### src/rtl/input_frame_rx_if.sv
// ---------------------------------------------------------------------------
// input_frame_rx_if
//   Bundles the serial input line and the decoded-frame outputs of the UART
//   frame assembler so the receiver and its consumer connect through a
//   single port.
//
//   Signals:
//     uart_rx     serial line, idle high, 8N1, LSB first
//     sign_out    sign bit of the last valid frame
//     data_out    42-bit magnitude of the last valid frame
//     frame_valid one-cycle strobe when sign_out/data_out are updated
//     frame_err   one-cycle strobe on framing, format or timeout error
//     busy        frame partially received or byte in progress
//
//   Modports:
//     master  the receiver: samples uart_rx, produces the frame outputs
//     slave   the line driver / frame consumer
// ---------------------------------------------------------------------------
interface input_frame_rx_if;
  logic        uart_rx;
  logic        sign_out;
  logic [41:0] data_out;
  logic        frame_valid;
  logic        frame_err;
  logic        busy;

  modport master (
    input  uart_rx,
    output sign_out,
    output data_out,
    output frame_valid,
    output frame_err,
    output busy
  );

  modport slave (
    output uart_rx,
    input  sign_out,
    input  data_out,
    input  frame_valid,
    input  frame_err,
    input  busy
  );
endinterface

### src/rtl/input_frame_rx.sv
// ---------------------------------------------------------------------------
// input_frame_rx
//   UART receive-side frame assembler for the CORDIC host link. Deserialises
//   8N1 bytes from the line, packs six of them (MSB byte first) into a 48-bit
//   frame and checks its format: bit 47 sign, bits 46:42 zero, bits 41:0
//   magnitude. A good frame updates sign_out/data_out with a frame_valid
//   strobe; a bad stop bit or a bad format gives a frame_err strobe.
//
//   Parameters:
//     CLK_FREQ       system clock in Hz
//     BAUD           line rate; bit period DIV = CLK_FREQ/BAUD (truncated)
//     TIMEOUT_BYTES  inter-byte gap limit in byte times (timeout build only)
//
//   Ports:
//     clk    system clock, rising edge
//     rst_n  asynchronous active-low reset
//     bus    input_frame_rx_if.master (uart_rx in; frame outputs out)
//
//   Build option:
//     INPUT_RX_TIMEOUT_EN  when defined, a partial frame is abandoned (byte
//                          count cleared, frame_err pulsed) after the line
//                          stays idle for TIMEOUT_BYTES*10*DIV cycles.
// ---------------------------------------------------------------------------
module input_frame_rx #(
  parameter int CLK_FREQ      = 50_000_000,
  parameter int BAUD          = 115200,
  parameter int TIMEOUT_BYTES = 2
) (
  input  logic               clk,
  input  logic               rst_n,
  input_frame_rx_if.master   bus
);

  localparam int DIV   = CLK_FREQ / BAUD;
  localparam int CNT_W = $clog2(DIV);

  // Last count of a full bit period.
  localparam logic [CNT_W-1:0] BIT_LAST   = CNT_W'(DIV - 1);
  // The start-bit check is taken two cycles early to absorb the edge
  // detector delay, which puts every later sample near mid-bit.
  localparam logic [CNT_W-1:0] START_LAST = CNT_W'(DIV / 2 - 2);

  typedef enum logic [1:0] {IDLE, START, DATA, STOP} state_t;

  // Line synchroniser and edge detector (idle-high reset values).
  logic rx_meta_reg;
  logic rx_sync_reg;
  logic rx_prev_reg;
  logic start_edge;

  state_t             state_reg;
  logic [CNT_W-1:0]   baud_cnt_reg;
  logic [2:0]         bit_idx_reg;
  logic [7:0]         shift_reg;
  logic [2:0]         byte_cnt_reg;
  logic [47:0]        frame_reg;
  logic               sign_out_reg;
  logic [41:0]        data_out_reg;
  logic               frame_valid_reg;
  logic               frame_err_reg;

  logic [47:0]        frame_next;
  logic               frame_ok;

  always_ff @(posedge clk or negedge rst_n) begin
    if (!rst_n) begin
      rx_meta_reg <= 1'b1;
      rx_sync_reg <= 1'b1;
      rx_prev_reg <= 1'b1;
    end else begin
      rx_meta_reg <= bus.uart_rx;
      rx_sync_reg <= rx_meta_reg;
      rx_prev_reg <= rx_sync_reg;
    end
  end

  assign start_edge = rx_prev_reg & ~rx_sync_reg;

  // Frame image with the byte currently in the shift register dropped into
  // its lane: byte k of the frame occupies lane 5-k (bits 47-8k : 40-8k).
  genvar gi;
  generate
    for (gi = 0; gi < 6; gi++) begin : g_lane
      assign frame_next[8*gi +: 8] = (byte_cnt_reg == 3'(5 - gi)) ?
                                     shift_reg : frame_reg[8*gi +: 8];
    end
  endgenerate

  assign frame_ok = (frame_next[46:42] == 5'd0);

`ifdef INPUT_RX_TIMEOUT_EN
  localparam int GAP_CYCLES = TIMEOUT_BYTES * 10 * DIV;
  localparam int GAP_W      = $clog2(GAP_CYCLES);
  localparam logic [GAP_W-1:0] GAP_LAST = GAP_W'(GAP_CYCLES - 1);
  logic [GAP_W-1:0] gap_cnt_reg;
`else
  // Without the gap timer the limit has no effect; this empty block only
  // keeps the parameter referenced.
  if (TIMEOUT_BYTES < 0) begin : g_timeout_unused
  end
`endif

  always_ff @(posedge clk or negedge rst_n) begin
    if (!rst_n) begin
      state_reg       <= IDLE;
      baud_cnt_reg    <= '0;
      bit_idx_reg     <= '0;
      shift_reg       <= '0;
      byte_cnt_reg    <= '0;
      frame_reg       <= '0;
      sign_out_reg    <= 1'b0;
      data_out_reg    <= '0;
      frame_valid_reg <= 1'b0;
      frame_err_reg   <= 1'b0;
`ifdef INPUT_RX_TIMEOUT_EN
      gap_cnt_reg     <= '0;
`endif
    end else begin
      frame_valid_reg <= 1'b0;
      frame_err_reg   <= 1'b0;

      case (state_reg)
        IDLE: begin
          baud_cnt_reg <= '0;
          if (start_edge) begin
            state_reg <= START;
          end
        end

        START: begin
          if (baud_cnt_reg == START_LAST) begin
            baud_cnt_reg <= '0;
            if (rx_sync_reg) begin
              // Glitch, not a start bit; partial frame is kept.
              state_reg <= IDLE;
            end else begin
              state_reg   <= DATA;
              bit_idx_reg <= '0;
            end
          end else begin
            baud_cnt_reg <= baud_cnt_reg + 1'b1;
          end
        end

        DATA: begin
          if (baud_cnt_reg == BIT_LAST) begin
            baud_cnt_reg <= '0;
            shift_reg    <= {rx_sync_reg, shift_reg[7:1]};
            if (bit_idx_reg == 3'd7) begin
              state_reg <= STOP;
            end else begin
              bit_idx_reg <= bit_idx_reg + 1'b1;
            end
          end else begin
            baud_cnt_reg <= baud_cnt_reg + 1'b1;
          end
        end

        STOP: begin
          if (baud_cnt_reg == BIT_LAST) begin
            baud_cnt_reg <= '0;
            state_reg    <= IDLE;
            if (rx_sync_reg) begin
              frame_reg <= frame_next;
              if (byte_cnt_reg == 3'd5) begin
                byte_cnt_reg <= '0;
                if (frame_ok) begin
                  sign_out_reg    <= frame_next[47];
                  data_out_reg    <= frame_next[41:0];
                  frame_valid_reg <= 1'b1;
                end else begin
                  frame_err_reg <= 1'b1;
                end
              end else begin
                byte_cnt_reg <= byte_cnt_reg + 1'b1;
              end
            end else begin
              // Bad stop bit: drop the byte and resynchronise on a new frame.
              frame_err_reg <= 1'b1;
              byte_cnt_reg  <= '0;
            end
          end else begin
            baud_cnt_reg <= baud_cnt_reg + 1'b1;
          end
        end

        default: state_reg <= IDLE;
      endcase

`ifdef INPUT_RX_TIMEOUT_EN
      // Gap timer only runs while idling inside a partial frame; any start
      // edge or leaving IDLE restarts it.
      if (state_reg == IDLE && byte_cnt_reg != 3'd0 && !start_edge) begin
        if (gap_cnt_reg == GAP_LAST) begin
          gap_cnt_reg   <= '0;
          byte_cnt_reg  <= '0;
          frame_err_reg <= 1'b1;
        end else begin
          gap_cnt_reg <= gap_cnt_reg + 1'b1;
        end
      end else begin
        gap_cnt_reg <= '0;
      end
`endif
    end
  end

  assign bus.sign_out    = sign_out_reg;
  assign bus.data_out    = data_out_reg;
  assign bus.frame_valid = frame_valid_reg;
  assign bus.frame_err   = frame_err_reg;
  assign bus.busy        = (state_reg != IDLE) || (byte_cnt_reg != 3'd0);

endmodule

### src/flat_wrapper.sv
// flat-port wrapper written by rule: the top's interface ports become plain ports
module input_frame_rx_flat 
#(
  parameter int CLK_FREQ      = 50_000_000,
  parameter int BAUD          = 115200,
  parameter int TIMEOUT_BYTES = 2
)
  (clk, rst_n, bus_uart_rx, bus_sign_out, bus_data_out, bus_frame_valid, bus_frame_err, bus_busy);
  input_frame_rx_if bus_i ();
  input  logic clk;
  input  logic rst_n;
  input wire logic [$bits(bus_i.uart_rx)-1:0] bus_uart_rx;
  output wire logic [$bits(bus_i.sign_out)-1:0] bus_sign_out;
  output wire logic [$bits(bus_i.data_out)-1:0] bus_data_out;
  output wire logic [$bits(bus_i.frame_valid)-1:0] bus_frame_valid;
  output wire logic [$bits(bus_i.frame_err)-1:0] bus_frame_err;
  output wire logic [$bits(bus_i.busy)-1:0] bus_busy;
  assign bus_i.uart_rx = bus_uart_rx;
  assign bus_sign_out = bus_i.sign_out;
  assign bus_data_out = bus_i.data_out;
  assign bus_frame_valid = bus_i.frame_valid;
  assign bus_frame_err = bus_i.frame_err;
  assign bus_busy = bus_i.busy;
  input_frame_rx #(.CLK_FREQ(CLK_FREQ), .BAUD(BAUD), .TIMEOUT_BYTES(TIMEOUT_BYTES)) u_core (.clk(clk), .rst_n(rst_n), .bus(bus_i));
endmodule
### config.mk
export PLATFORM = sky130hd
export DESIGN_NAME = input_frame_rx_flat
export DESIGN_NICKNAME = d
export VERILOG_FILES = /design/src/rtl/input_frame_rx_if.sv /design/src/rtl/input_frame_rx.sv /design/src/flat_wrapper.sv
export SDC_FILE = /design/constraint.sdc
export NUM_CORES = 1
export LEC_CHECK = 0
export BUFFER_PORTS_ARGS = -buffer_cell sky130_fd_sc_hd__buf_2
export CAP_MARGIN = 5
export CORE_MARGIN = 2
export CORE_UTILIZATION = 40
export CTS_BUF_LIST = sky130_fd_sc_hd__clkbuf_8
export DETAILED_ROUTE_END_ITERATION = 10
export PLACE_DENSITY = 0.65
export SYNTH_ARGS = -nofsm -noshare
export SYNTH_HDL_FRONTEND = slang
export SYNTH_SLANG_ARGS = --single-unit
### constraint.sdc
create_clock -name clk -period 3.4 [get_ports clk]
set_input_delay 0.68 -clock clk [delete_from_list [all_inputs] [get_ports clk]]
set_output_delay 0.68 -clock clk [all_outputs]
set_load 0.05 [all_outputs]
# == After elaboration in Yosys (flattened, before gate mapping) ==
# Cells that the tools add are included.
# totals
inputBits,3
elab_cells,83
regBits,121
out_inout_bits,46
# op_classes
bitwise_logic,2
n_addsub,3
eq_ne,18
mux,33
reduce_logical,14
# op_table
op,n
two-way mux 8 bit,6
one-hot mux 9 bit (3 select lines),1
two-way mux 3 bit,6
two-way mux 9 bit,2
AND reduction 5 bit,3
two-way mux 2 bit,6
two-way mux 1 bit,10
inequality test 2 x 1 -> 1 bit (second input constant),5
adder 9 x 1 -> 9 bit (second input constant),1
== test 3 bit (second input constant),3
== test 9 x 8 -> 1 bit (second input constant),1
== test 9 bit (second input constant),1
one-hot mux 2 bit (4 select lines),1
adder 3 x 1 -> 3 bit (second input constant),2
== test 3 x 2 -> 1 bit (second input constant),2
one-hot mux 3 bit (2 select lines),1
logical NOT 5 bit,1
== test 2 bit (second input constant),2
inequality test 2 bit (second input constant),2
AND reduction 2 bit,2
nonzero test 2 bit,2
== test 3 x 1 -> 1 bit (second input constant),1
logical NOT 3 bit,1
AND reduction 3 bit,1
other kinds (7),7

# == Depth between registers and ports, before layout ==
# Gate-level depths: netlist of run 1.
# depth
depth_word,8
mapped_depth,7
depth_no_buf,6

# == Worst setup path after synthesis of run 1 ==
# OpenSTA, ideal clock, no wires.
# synth_timing
path_type,reg2out
start,register u_core.byte_cnt_reg[1]
end,output bus_busy
slack_ns,1.290
path_buffers,0
required_ns,2.720
stages_incl_launch_ff,3
arrival_time_ns,1.430
path_cell_list,dfrtp_1 > nor3_1 > nand2_1
# synth_via
elab_chain_len,2
# synth_rtl
element,line,source
"start, declared",input_frame_rx.sv:55,logic [2:0] byte_cnt_reg;
"start signal, assigned",input_frame_rx.sv:175,byte_cnt_reg <= byte_cnt_reg + 1'b1;
nonzero test 3 bit,input_frame_rx.sv:212,assign bus.busy = (state_reg != IDLE) || (byte_cnt_reg != 3'd0);
logical OR 1 bit,input_frame_rx.sv:212,
"end, declared",flat_wrapper.sv:17,output wire logic [$bits(bus_i.busy)-1:0] bus_busy;
# No other way between the ends.

# == Final worst setup path of run 1 ==
# layout_timing
start,register u_core.baud_cnt_reg[1]
end,"register u_core.data_out_reg[38], in the netlist u_core.bus.data_out[38]"
# layout_via
elab_chain_len,2
# layout_rtl
element,line,source
"start, declared",input_frame_rx.sv:52,logic [CNT_W-1:0] baud_cnt_reg;
"start signal, assigned",input_frame_rx.sv:141,baud_cnt_reg <= baud_cnt_reg + 1'b1;
"start signal, assigned",input_frame_rx.sv:155,baud_cnt_reg <= baud_cnt_reg + 1'b1;
"start signal, assigned",input_frame_rx.sv:183,baud_cnt_reg <= baud_cnt_reg + 1'b1;
== test 9 bit,input_frame_rx.sv:160,if (baud_cnt_reg == BIT_LAST) begin
AND reduction 5 bit (no line),-,
"end signal, assigned",input_frame_rx.sv:169,data_out_reg <= frame_next[41:0];
"end, declared",input_frame_rx.sv:58,logic [41:0] data_out_reg;
# No other way between the ends.
# A chain may end at the register's enable or synchronous reset.

==> flow_summary.ini, run 1 <==
[outcome]
status = complete, no violations

[floorplanning]
placementRows = 41
chipWidth_um = 118
starting_utilization_of_the_core_area = 0.411
chipHeight_um = 118
die-area_um2 = 13900
core_um2 = 12700
floorplan.io_pins = 49

[yosys]
synthDistinctLibCells = 43
yosys.area_share.simple = 0.0702
synthesis.instances = 363
yosys_register_bits = 113
sequential_to_total_area_share_from_yosys_stat = 0.544
yosys_warnings = 0
combinational_family_with_the_most_area_after_synthesis = multiplexers
syn_avg_cell_area_um2 = 14.3
synth_area_um2 = 5210
yosys-mux-area-fraction = 0.305
synth_fa_ha_area_frac = 0.0216
syn_nets = 375
fraction_of_the_mapped_netlist_area_in_compound_gates = 0.0214
post_synth_xor_area_fraction = 0.0118

[sta]
report.final.hold_viol_count = 0
fmaxAchievable_mhz = 381
timing.final.setup_violations = 0
max_slew_margin = 0.447
finalMaxSlewViolations = 0
rsz0062_at_grt = false
fin_hold_ws_ns = 0.309
finalCriticalPeriod_ns = 2.62
layout_worst_path_cycle_share = 0.771
fin_setup_tns_ns = 0
timing_worst_slew_pin_value_ns = 0.825
final.setup_skew_ns = 0.0104

[worst_setup_path]
critPathArrivalTime_ns = 2.95
worstSetupPathType = flop to flop
critical_path_start_type = flop
timing.critical_path.to_type = flop
cp_data_required_time_ns = 3.73
worstPathMaxFanout = 26

[flow_run]
maxCapViolCount = 0

[global_route]
grt_max_degree = 61
global_route.usage.met1 = 0.200
first_pass_grt_wire_length_um = 16200
busiest_layer = met2
antenna_found_initial = 0
track_usage = 0.151
use_met3 = 0.0431
first_global_vias = 3148
globalRouteOverflowTotal = 0
met2_usage = 0.225

[place]
routability_congestion_estimate = 0.814
place_area_um2 = 5600
dp.final_hpwl_um = 6300
placement.io_buffers = 48

[route]
vias = 2967
drt_drc_violations_left = 0
detail_route.vias_per_cell = 4.96
avgRoutedWirePerCell_um = 16.1
first_pass_iters = 4
wl_um = 9630
starting_drc_count_in_detailed_routing = 170
drt.antenna.violating_nets = 0

[clock_network]
cts_hold_buffers = 0
cts_sinks = 113
post_cts_resized = 0
cts.root.buffer_cell = sky130_fd_sc_hd__clkbuf_8
number_of_cts_inserted_buffers = 17
post_cts_buffers = 0
clk_latency_ns = 0.44
clkTransAtPathRegs_ns = 0.06
clk_path_buf_depth = 2
htree_num_levels = 4
clock_tree_from_tritoncts = yes

[final_layout]
layout-drive-gt1-share = 0.519
final_area_um2 = 5980
fin_nets = 428
area.sequential_um2 = 2830
largest_register_ffs = 42
area_growth_pct = 14.8
multiInputGateArea_um2 = 2240
diodes_inserted = 0
fill_count = 1115

[hold_path]
min-delay-path-class = input pin to async pin

[power_and_ir_drop]
vdd.ir_drop.worst_v = 0.000187
power.density_nw_per_um2 = 487
power_mw = 2.92
power.leakage_nw = 3.20
## synth_stat cells
master                      number  area, um^2
sky130_fd_sc_hd__dfrtp_1       110        2750
sky130_fd_sc_hd__mux2_2         88         991
sky130_fd_sc_hd__mux2_4         39         586
sky130_fd_sc_hd__nor2_1         15        56.3
sky130_fd_sc_hd__clkbuf_1       11        41.3
sky130_fd_sc_hd__nand2_1        11        41.3
sky130_fd_sc_hd__ha_1            9         113
sky130_fd_sc_hd__inv_1           8        30.0
sky130_fd_sc_hd__nand3_1         7        35.0
sky130_fd_sc_hd__xnor2_1         5        43.8
sky130_fd_sc_hd__buf_6           4        45.0
sky130_fd_sc_hd__nand2_2         4        25.0
sky130_fd_sc_hd__a21oi_1         3        15.0
sky130_fd_sc_hd__buf_2           3        15.0
sky130_fd_sc_hd__dfstp_2         3        78.8
sky130_fd_sc_hd__nand2b_1        3        18.8
sky130_fd_sc_hd__nor3_1          3        15.0
sky130_fd_sc_hd__nor3_2          3        30.0
sky130_fd_sc_hd__o221ai_1        3        26.3
sky130_fd_sc_hd__a41o_1          2        20.0
sky130_fd_sc_hd__buf_1           2        7.51
sky130_fd_sc_hd__nand3b_1        2        15.0
sky130_fd_sc_hd__nand4_1         2        12.5
sky130_fd_sc_hd__nor2b_1         2        12.5
sky130_fd_sc_hd__nor3b_1         2        15.0
sky130_fd_sc_hd__xor2_1          2        17.5
sky130_fd_sc_hd__a21o_1          1        7.51
sky130_fd_sc_hd__and2_1          1        6.26
sky130_fd_sc_hd__and3_2          1        7.51
sky130_fd_sc_hd__and4_1          1        8.76
sky130_fd_sc_hd__mux2i_1         1        10.0
sky130_fd_sc_hd__nand4_4         1        21.3
sky130_fd_sc_hd__nand4b_1        1        8.76
sky130_fd_sc_hd__nand4bb_1       1        11.3
sky130_fd_sc_hd__o21a_1          1        7.51
sky130_fd_sc_hd__o21ai_0         1        5.00
sky130_fd_sc_hd__o21ai_1         1        5.00
sky130_fd_sc_hd__o22ai_1         1        6.26
sky130_fd_sc_hd__o32a_1          1        10.0
sky130_fd_sc_hd__o41ai_1         1        8.76
sky130_fd_sc_hd__or3_2           1        7.51
sky130_fd_sc_hd__or4_1           1        7.51
sky130_fd_sc_hd__or4b_2          1        10.0
## placed cells by master, fill, tap and decap left out, types with 2 or more instances in the layout
master                        n
sky130_fd_sc_hd__dfrtp_1    110
sky130_fd_sc_hd__mux2_2      88
sky130_fd_sc_hd__buf_2       47
sky130_fd_sc_hd__mux2_4      39
sky130_fd_sc_hd__clkbuf_8    21
sky130_fd_sc_hd__nor2_1      15
sky130_fd_sc_hd__inv_1       11
sky130_fd_sc_hd__nand2_1     11
sky130_fd_sc_hd__ha_1         9
sky130_fd_sc_hd__nand3_1      7
sky130_fd_sc_hd__buf_4        7
sky130_fd_sc_hd__xnor2_1      5
sky130_fd_sc_hd__nand2_2      4
sky130_fd_sc_hd__nor3_1       3
sky130_fd_sc_hd__nor3_2       3
sky130_fd_sc_hd__a21oi_1      3
sky130_fd_sc_hd__nand2b_1     3
sky130_fd_sc_hd__o221ai_1     3
sky130_fd_sc_hd__dfstp_2      3
sky130_fd_sc_hd__nand4_1      2
sky130_fd_sc_hd__xor2_1       2
sky130_fd_sc_hd__nand3b_1     2
sky130_fd_sc_hd__nor3b_1      2
sky130_fd_sc_hd__nor2b_1      2
sky130_fd_sc_hd__a41o_1       2
sky130_fd_sc_hd__bufinv_16    2
sky130_fd_sc_hd__clkinv_2     2
## logic make-up after synthesis
logic type,Yosys count
flip-flops,113
AND/OR/NAND/NOR,63
AO/OA/AOI/OAI,15
adder cells (fa/ha/maj),9
buffers and inverters,28
multiplexers,128
XOR/XNOR,7
## final timing paths
path,to,from,slack (ns),cells past startpoint
worst max-delay path,u_core.bus.data_out[38],u_core.baud_cnt_reg[1],0.78,7
worst min-delay path,u_core.byte_cnt_reg[1],rst_n,0.31,1
worst max register to register,u_core.bus.data_out[38],u_core.baud_cnt_reg[1],0.78,7
worst min register to register,u_core.rx_sync_reg,u_core.rx_meta_reg,0.36,0
max in group asynchronous,u_core.frame_reg[8],rst_n,2.17,2
min in group clk,u_core.rx_meta_reg,bus_uart_rx,0.34,1
## metrics by stage
stage / cells / utilization / setup slack (ns)
after detailed placement: 569 / 0.442 / 0.779
after global placement: 569 / 0.442 / 0.836
after global routing: 598 / 0.472 / 0.564
after floorplan: 363 / - / 1.29
after CTS: 598 / 0.472 / 0.767
final: 598 / 0.472 / 0.779
## metal layers
metal  share of wire  vias up
met5               0        -
met3           0.034       17
met2            0.46       55
met1            0.49     1503
li1                -     1392
met4           0.021        0
## layout make-up
type                    instances  area share
clock buffers                  21      0.0483
clock inverters                 8      0.0151
inverters                       8     0.00502
multi-input cells             222       0.374
flip-flops and latches        113       0.473
well taps                     172      0.0360
repair buffers                 54      0.0481
## report_power, final
part	internal, mW	switching (mW)
registers	1.37	0.0268
logic	0.0926	0.209
clock network	0.707	0.508
total	2.17	0.744
## critical path: stages (launching register included)
cell and delay, ns:
sky130_fd_sc_hd__dfrtp_1 0.40, sky130_fd_sc_hd__inv_1 0.06, sky130_fd_sc_hd__ha_1 0.14, sky130_fd_sc_hd__nand4bb_1 0.24
sky130_fd_sc_hd__nor3_1 0.38, sky130_fd_sc_hd__nand4_4 0.45, sky130_fd_sc_hd__buf_4 0.46, sky130_fd_sc_hd__mux2_4 0.35
Note: power is estimated with default switching activity, not from simulation.
==> run 2, diff against run 1 <==
--- a/config.mk
+++ b/config.mk
@@ -11,7 +11,7 @@
 export CORE_UTILIZATION = 40
 export CTS_BUF_LIST = sky130_fd_sc_hd__clkbuf_8
 export DETAILED_ROUTE_END_ITERATION = 10
-export PLACE_DENSITY = 0.65
+export PLACE_DENSITY = 0.67
 export SYNTH_ARGS = -nofsm -noshare
 export SYNTH_HDL_FRONTEND = slang
 export SYNTH_SLANG_ARGS = --single-unit
==> constraint.sdc (replaced) <==
create_clock -name clk -period 2.13 [get_ports clk]
set_input_delay 0.426 -clock clk [delete_from_list [all_inputs] [get_ports clk]]
set_output_delay 0.426 -clock clk [all_outputs]
set_load 0.05 [all_outputs]
==> run 2 against run 1 <==
Cell area grew 3.0%. Count of clock-buffer cells in the layout shrank 4. First-iteration DRC count grew 7.1%. Total power grew 62%. Critical path depth shrank 3. Routed wire length grew 0.80%. Critical endpoint is now bus_busy. Core utilization grew 1.4 points.
==> flow_summary.ini, run 2 (synthesized netlist as in run 1, its figures left out) <==
[outcome]
status = complete, no violations

[final_layout]
final_common_cell = sky130_fd_sc_hd__dfrtp_1
diodes_inserted = 0
layout-drive-gt1-share = 0.539
final_area_um2 = 6160
fin_nets = 444
area_growth_pct = 18.3
largest_register_ffs = 42
layout_common_cells = sky130_fd_sc_hd__dfrtp_1, sky130_fd_sc_hd__mux2_2, sky130_fd_sc_hd__buf_2
fill_count = 1116
final_cell_count_no_fill = 617
fin_util = 0.486

[floorplanning]
core_um2 = 12700
starting_utilization_of_the_core_area = 0.411
die-area_um2 = 13900
chipWidth_um = 118
floorplan.io_pins = 49
chipHeight_um = 118
placementRows = 41

[worst_setup_path]
worstSetupPathType = flop to output pin
reg2reg_depth = 5
worstReg2RegEnd = u_core.bus.data_out[26]
worst_r2r_startpoint = u_core.frame_reg[45]
critPathArrivalTime_ns = 1.59
worstPathMaxFanout = 9
cp_data_required_time_ns = 1.70
reg2reg_setup_slack_ns = 0.18
critical_path_start_type = flop
timing.critical_path.to_type = output pin

[sta]
max_slew_margin = 0.584
fmaxAchievable_mhz = 496
layout_worst_path_cycle_share = 0.946
timing_worst_slew_pin_value_ns = 0.619
finalMaxSlewViolations = 0
report.final.hold_viol_count = 0
fin_setup_tns_ns = 0
final.setup_skew_ns = 0.00778
finalCriticalPeriod_ns = 2.01
rsz0062_at_grt = false
timing.final.setup_violations = 0

[route]
drt.antenna.violating_nets = 0
vias = 3043
detail_route.vias_per_cell = 4.93
wl_um = 9710
avgRoutedWirePerCell_um = 15.7
drt_drc_violations_left = 0
first_pass_iters = 4
starting_drc_count_in_detailed_routing = 182

[global_route]
antenna_found_initial = 0
met2_usage = 0.228
use_met3 = 0.0431
globalRouteOverflowTotal = 0
track_usage = 0.149
global_route.usage.met1 = 0.197
first_global_vias = 3164
busiest_layer = met2
first_pass_grt_wire_length_um = 16200
grt_max_degree = 41

[clock_network]
cts.root.buffer_cell = sky130_fd_sc_hd__clkbuf_8
clk_path_buf_depth = 2
number_of_cts_inserted_buffers = 17
cts_sinks = 113
clk_latency_ns = 0.43
clock_tree_from_tritoncts = yes
htree_num_levels = 4
clkTransAtPathRegs_ns = 0.07

[power_and_ir_drop]
vdd.ir_drop.worst_v = 0.000436
power.leakage_nw = 3.30
power.density_nw_per_um2 = 765
power_mw = 4.71

[hold_path]
hold_depth = 1
timing.hold.worst.start = bus_uart_rx
worst_hold_path.endpoint = u_core.rx_meta_reg
min-delay-path-class = input pin to flop

[flow_run]
maxCapViolCount = 0

[place]
placed_cells_incl_taps = 584
dp.final_hpwl_um = 6600
placement.io_buffers = 48
place_area_um2 = 5750
routability_congestion_estimate = 0.782
-- run 2: cell types whose count changed in the layout (fill, tap and decap cells not counted), sizes merged, moves of 2 or more --
cell and change:
buf +15, clkbuf -4, clkinv +3, clkinvlp +2
-- run 2: worst max path at each step --
stage                            from                      end  cells after the start
5_1_grt        u_core.byte_cnt_reg[1]                 bus_busy                      4
2_1_floorplan  u_core.byte_cnt_reg[0]     u_core.frame_reg[16]                      7
3_3_place_gp     u_core.frame_reg[45]  u_core.bus.data_out[12]                      5
6_report       u_core.byte_cnt_reg[0]                 bus_busy                      4
4_1_cts        u_core.byte_cnt_reg[0]                 bus_busy                      4
3_5_place_dp     u_core.frame_reg[45]  u_core.bus.data_out[24]                      5
-- run 2: where the power goes --
| part | switching, mW | internal [mW] |
|---|---|---|
| registers | 0.0381 | 2.19 |
| clock network | 0.840 | 1.13 |
| logic | 0.354 | 0.165 |
-- run 2: stage by stage --
step | setup slack, ns | hold WS [ns]
2_1_floorplan | 0.205 | 0.130
3_3_place_gp | 0.210 | 0.347
3_5_place_dp | 0.172 | 0.348
4_1_cts | 0.0168 | 0.0631
5_1_grt | 0.0354 | 0.0653
6_report | 0.116 | 0.0918
-- run 2: area by class of cell --
cell class	instances	area [um^2]	share of cell area
Sequential cell	113	2830	0.460
Multi-Input combinational cell	222	2250	0.365
Timing Repair Buffer	70	448	0.0727
Clock inverter	15	154	0.0250
Tap cell	172	215	0.0349
Inverter	8	30.0	0.00487
Clock buffer	17	234	0.0380
-- run 2: layer usage --
metal / vias to the layer above / share of wire
met2: 56 / 0.47
met3: 12 / 0.033
met4: 0 / 0.015
li1: 1429 / -
met1: 1546 / 0.48
met5: - / 0
-- run 2: repair_timing --
action                                  4_1_cts  5_1_grt
hold buffers                                  1        0
endpoints found under the setup margin        1        1
buffers inserted                              0        0
resized for setup                             1        2
hold endpoints to repair                     34        0
-- run 2: worst max-delay path, stage by stage, from the launching register on --
cell                      delay (ns)
sky130_fd_sc_hd__dfrtp_2        0.48
sky130_fd_sc_hd__nor3_4         0.23
sky130_fd_sc_hd__buf_4          0.18
sky130_fd_sc_hd__nand2_1        0.06
sky130_fd_sc_hd__buf_2          0.21
==> run 3, diff against run 2 <==
--- a/config.mk
+++ b/config.mk
@@ -7,7 +7,7 @@
 export LEC_CHECK = 0
 export BUFFER_PORTS_ARGS = -buffer_cell sky130_fd_sc_hd__buf_2
 export CAP_MARGIN = 5
-export CORE_MARGIN = 2
+export CORE_MARGIN = 10
 export CORE_UTILIZATION = 40
 export CTS_BUF_LIST = sky130_fd_sc_hd__clkbuf_8
 export DETAILED_ROUTE_END_ITERATION = 10
==> run 3 against run 2 <==
Clock skew up 0.0030 ns. Clock power down 3%. First-iteration DRC count down 18%. Hold slack worse by 0.0050 ns. Non-clock buffer count up 1. Critical path depth up 1. Via count up 0.26%. Count of clock-buffer cells in the layout up 3. Cell area about the same. Sequential power about the same. Critical path type is now flop to flop. Critical endpoint is now u_core.bus.data_out[2].
==> flow_summary.ini, run 3 (synthesized netlist as in run 1, its figures left out) <==
[outcome]
status = complete, no violations

[clock_network]
htree_num_levels = 4
clk_latency_ns = 0.44
cts_sinks = 113
number_of_cts_inserted_buffers = 17
clkTransAtPathRegs_ns = 0.07
clk_path_buf_depth = 2
clock_tree_from_tritoncts = yes
cts.root.buffer_cell = sky130_fd_sc_hd__clkbuf_8

[global_route]
first_global_vias = 3234
track_usage = 0.122
globalRouteOverflowTotal = 0
antenna_found_initial = 0
first_pass_grt_wire_length_um = 17400
grt_max_degree = 46

[route]
wl_um = 10300
vias = 3051
starting_drc_count_in_detailed_routing = 150
first_pass_iters = 4
drt_drc_violations_left = 0
drt.antenna.violating_nets = 0
avgRoutedWirePerCell_um = 16.7
detail_route.vias_per_cell = 4.94

[sta]
post_layout_worst_setup_margin_ns = 0.0759
layout_worst_path_cycle_share = 0.964
fmaxAchievable_mhz = 487
rsz0062_at_grt = true
max_slew_margin = 0.705
timing_worst_slew_pin_value_ns = 0.443
final.setup_skew_ns = 0.0108
report.final.hold_viol_count = 0
timing.final.setup_violations = 0
finalMaxSlewViolations = 0
finalCriticalPeriod_ns = 2.05
fin_hold_ws_ns = 0.0868

[final_layout]
final_common_cell = sky130_fd_sc_hd__dfrtp_1
diodes_inserted = 0
largest_register_ffs = 42
layout_common_cells = sky130_fd_sc_hd__dfrtp_1, sky130_fd_sc_hd__mux2_2, sky130_fd_sc_hd__buf_2
area_growth_pct = 18.4
fin_nets = 445
layout-drive-gt1-share = 0.552

[power_and_ir_drop]
vdd.ir_drop.worst_v = 0.000363
power.leakage_nw = 3.27
power_mw = 4.65
power.density_nw_per_um2 = 753

[floorplanning]
chipWidth_um = 134
chipHeight_um = 134
floorplan.io_pins = 49
starting_utilization_of_the_core_area = 0.411
die-area_um2 = 18000
placementRows = 41
core_um2 = 12700

[place]
preCtsSetupSlack_ns = 0.0966
dp.final_hpwl_um = 7140
placement.io_buffers = 48
routability_congestion_estimate = 0.765

[worst_setup_path]
critPathArrivalTime_ns = 2.37
worstPathMaxFanout = 13
critPathMaxStageDelay_ns = 0.55
timing.critical_path.cells = or4_1 -> nor3_2 -> nand4_4 -> buf_4 -> mux2_4
worstSetupPathType = flop to flop
worst_path_max_delay_cell = sky130_fd_sc_hd__or4_1
cp_data_required_time_ns = 2.44
critical_path_start_type = flop
timing.critical_path.to_type = flop

[flow_run]
maxCapViolCount = 0

[hold_path]
min-delay-path-class = input pin to flop
-- run 3: cell types whose count changed in the layout (fill, tap and decap cells not counted), sizes merged --
cell	previous run	this run
clkbuf	17	20
inv	12	9
buf	69	70
bufinv	3	1
clkinv	6	4
clkinvlp	2	6
-- run 3: timing repair --
item                       CTS  global route
resized for setup            1             3
setup endpoints to repair    1            16
hold endpoints to repair    27             0
pin swaps                    1             1
buffers inserted             0             0
hold buffers                 1             0
-- run 3: path summary, 6_finish.rpt --
path	startpoint	to	slack [ns]	cells after the start
min in group asynchronous	rst_n	async pin	0.48	2
worst min register to register	u_core.rx_meta_reg	u_core.rx_sync_reg	0.36	0
max in group asynchronous	rst_n	u_core.rx_meta_reg	1.06	3
worst max register to register	u_core.frame_reg[45]	u_core.bus.data_out[2]	0.08	5
worst max-delay path	u_core.frame_reg[45]	u_core.bus.data_out[2]	0.08	5
worst min-delay path	bus_uart_rx	u_core.rx_meta_reg	0.09	1
-- run 3: worst max-delay path, delay by kind of cell, from the launching register on --
family / cells / cell delay (ns)
AND/OR/NAND/NOR: 3 / 0.96
multiplexers: 1 / 0.32
buffers and inverters: 1 / 0.25
flip-flops: 1 / 0.38
-- run 3: metrics by stage --
stage	TNS (ns)	instances	util	cell area, um^2
after global placement	0	585	0.455	5760
final	0	618	0.487	6170
after floorplan	0	363	-	5210
after global routing	-0.0252	618	0.487	6170
after CTS	0	618	0.486	6160
after detailed placement	0	585	0.455	5760
-- run 3: cell type report --
class	count	area, um^2
sequential	113	2830
clock buffer	20	275
multi-input combinational	222	2250
tap	172	215
clock inverter	12	108
fill	1106	6500
timing repair buffer	71	455
inverter	8	30.0
-- run 3: where the power goes --
part	internal, mW	leakage, nW	switching (mW)	total [mW]
Clock	1.01	0.179	0.901	1.91
Combinational	0.167	1.53	0.351	0.517
Sequential	2.19	1.56	0.0305	2.22
Total	3.36	3.27	1.28	4.65
-- run 3: per-layer routing --
layer  track usage  vias to the layer above  wire [um]
li1              -                     1427          -
met1         0.154                     1556       4840
met2         0.181                       55       4840
met3        0.0441                       13        478
met4        0.0599                        0        157
met5             0                        -          0
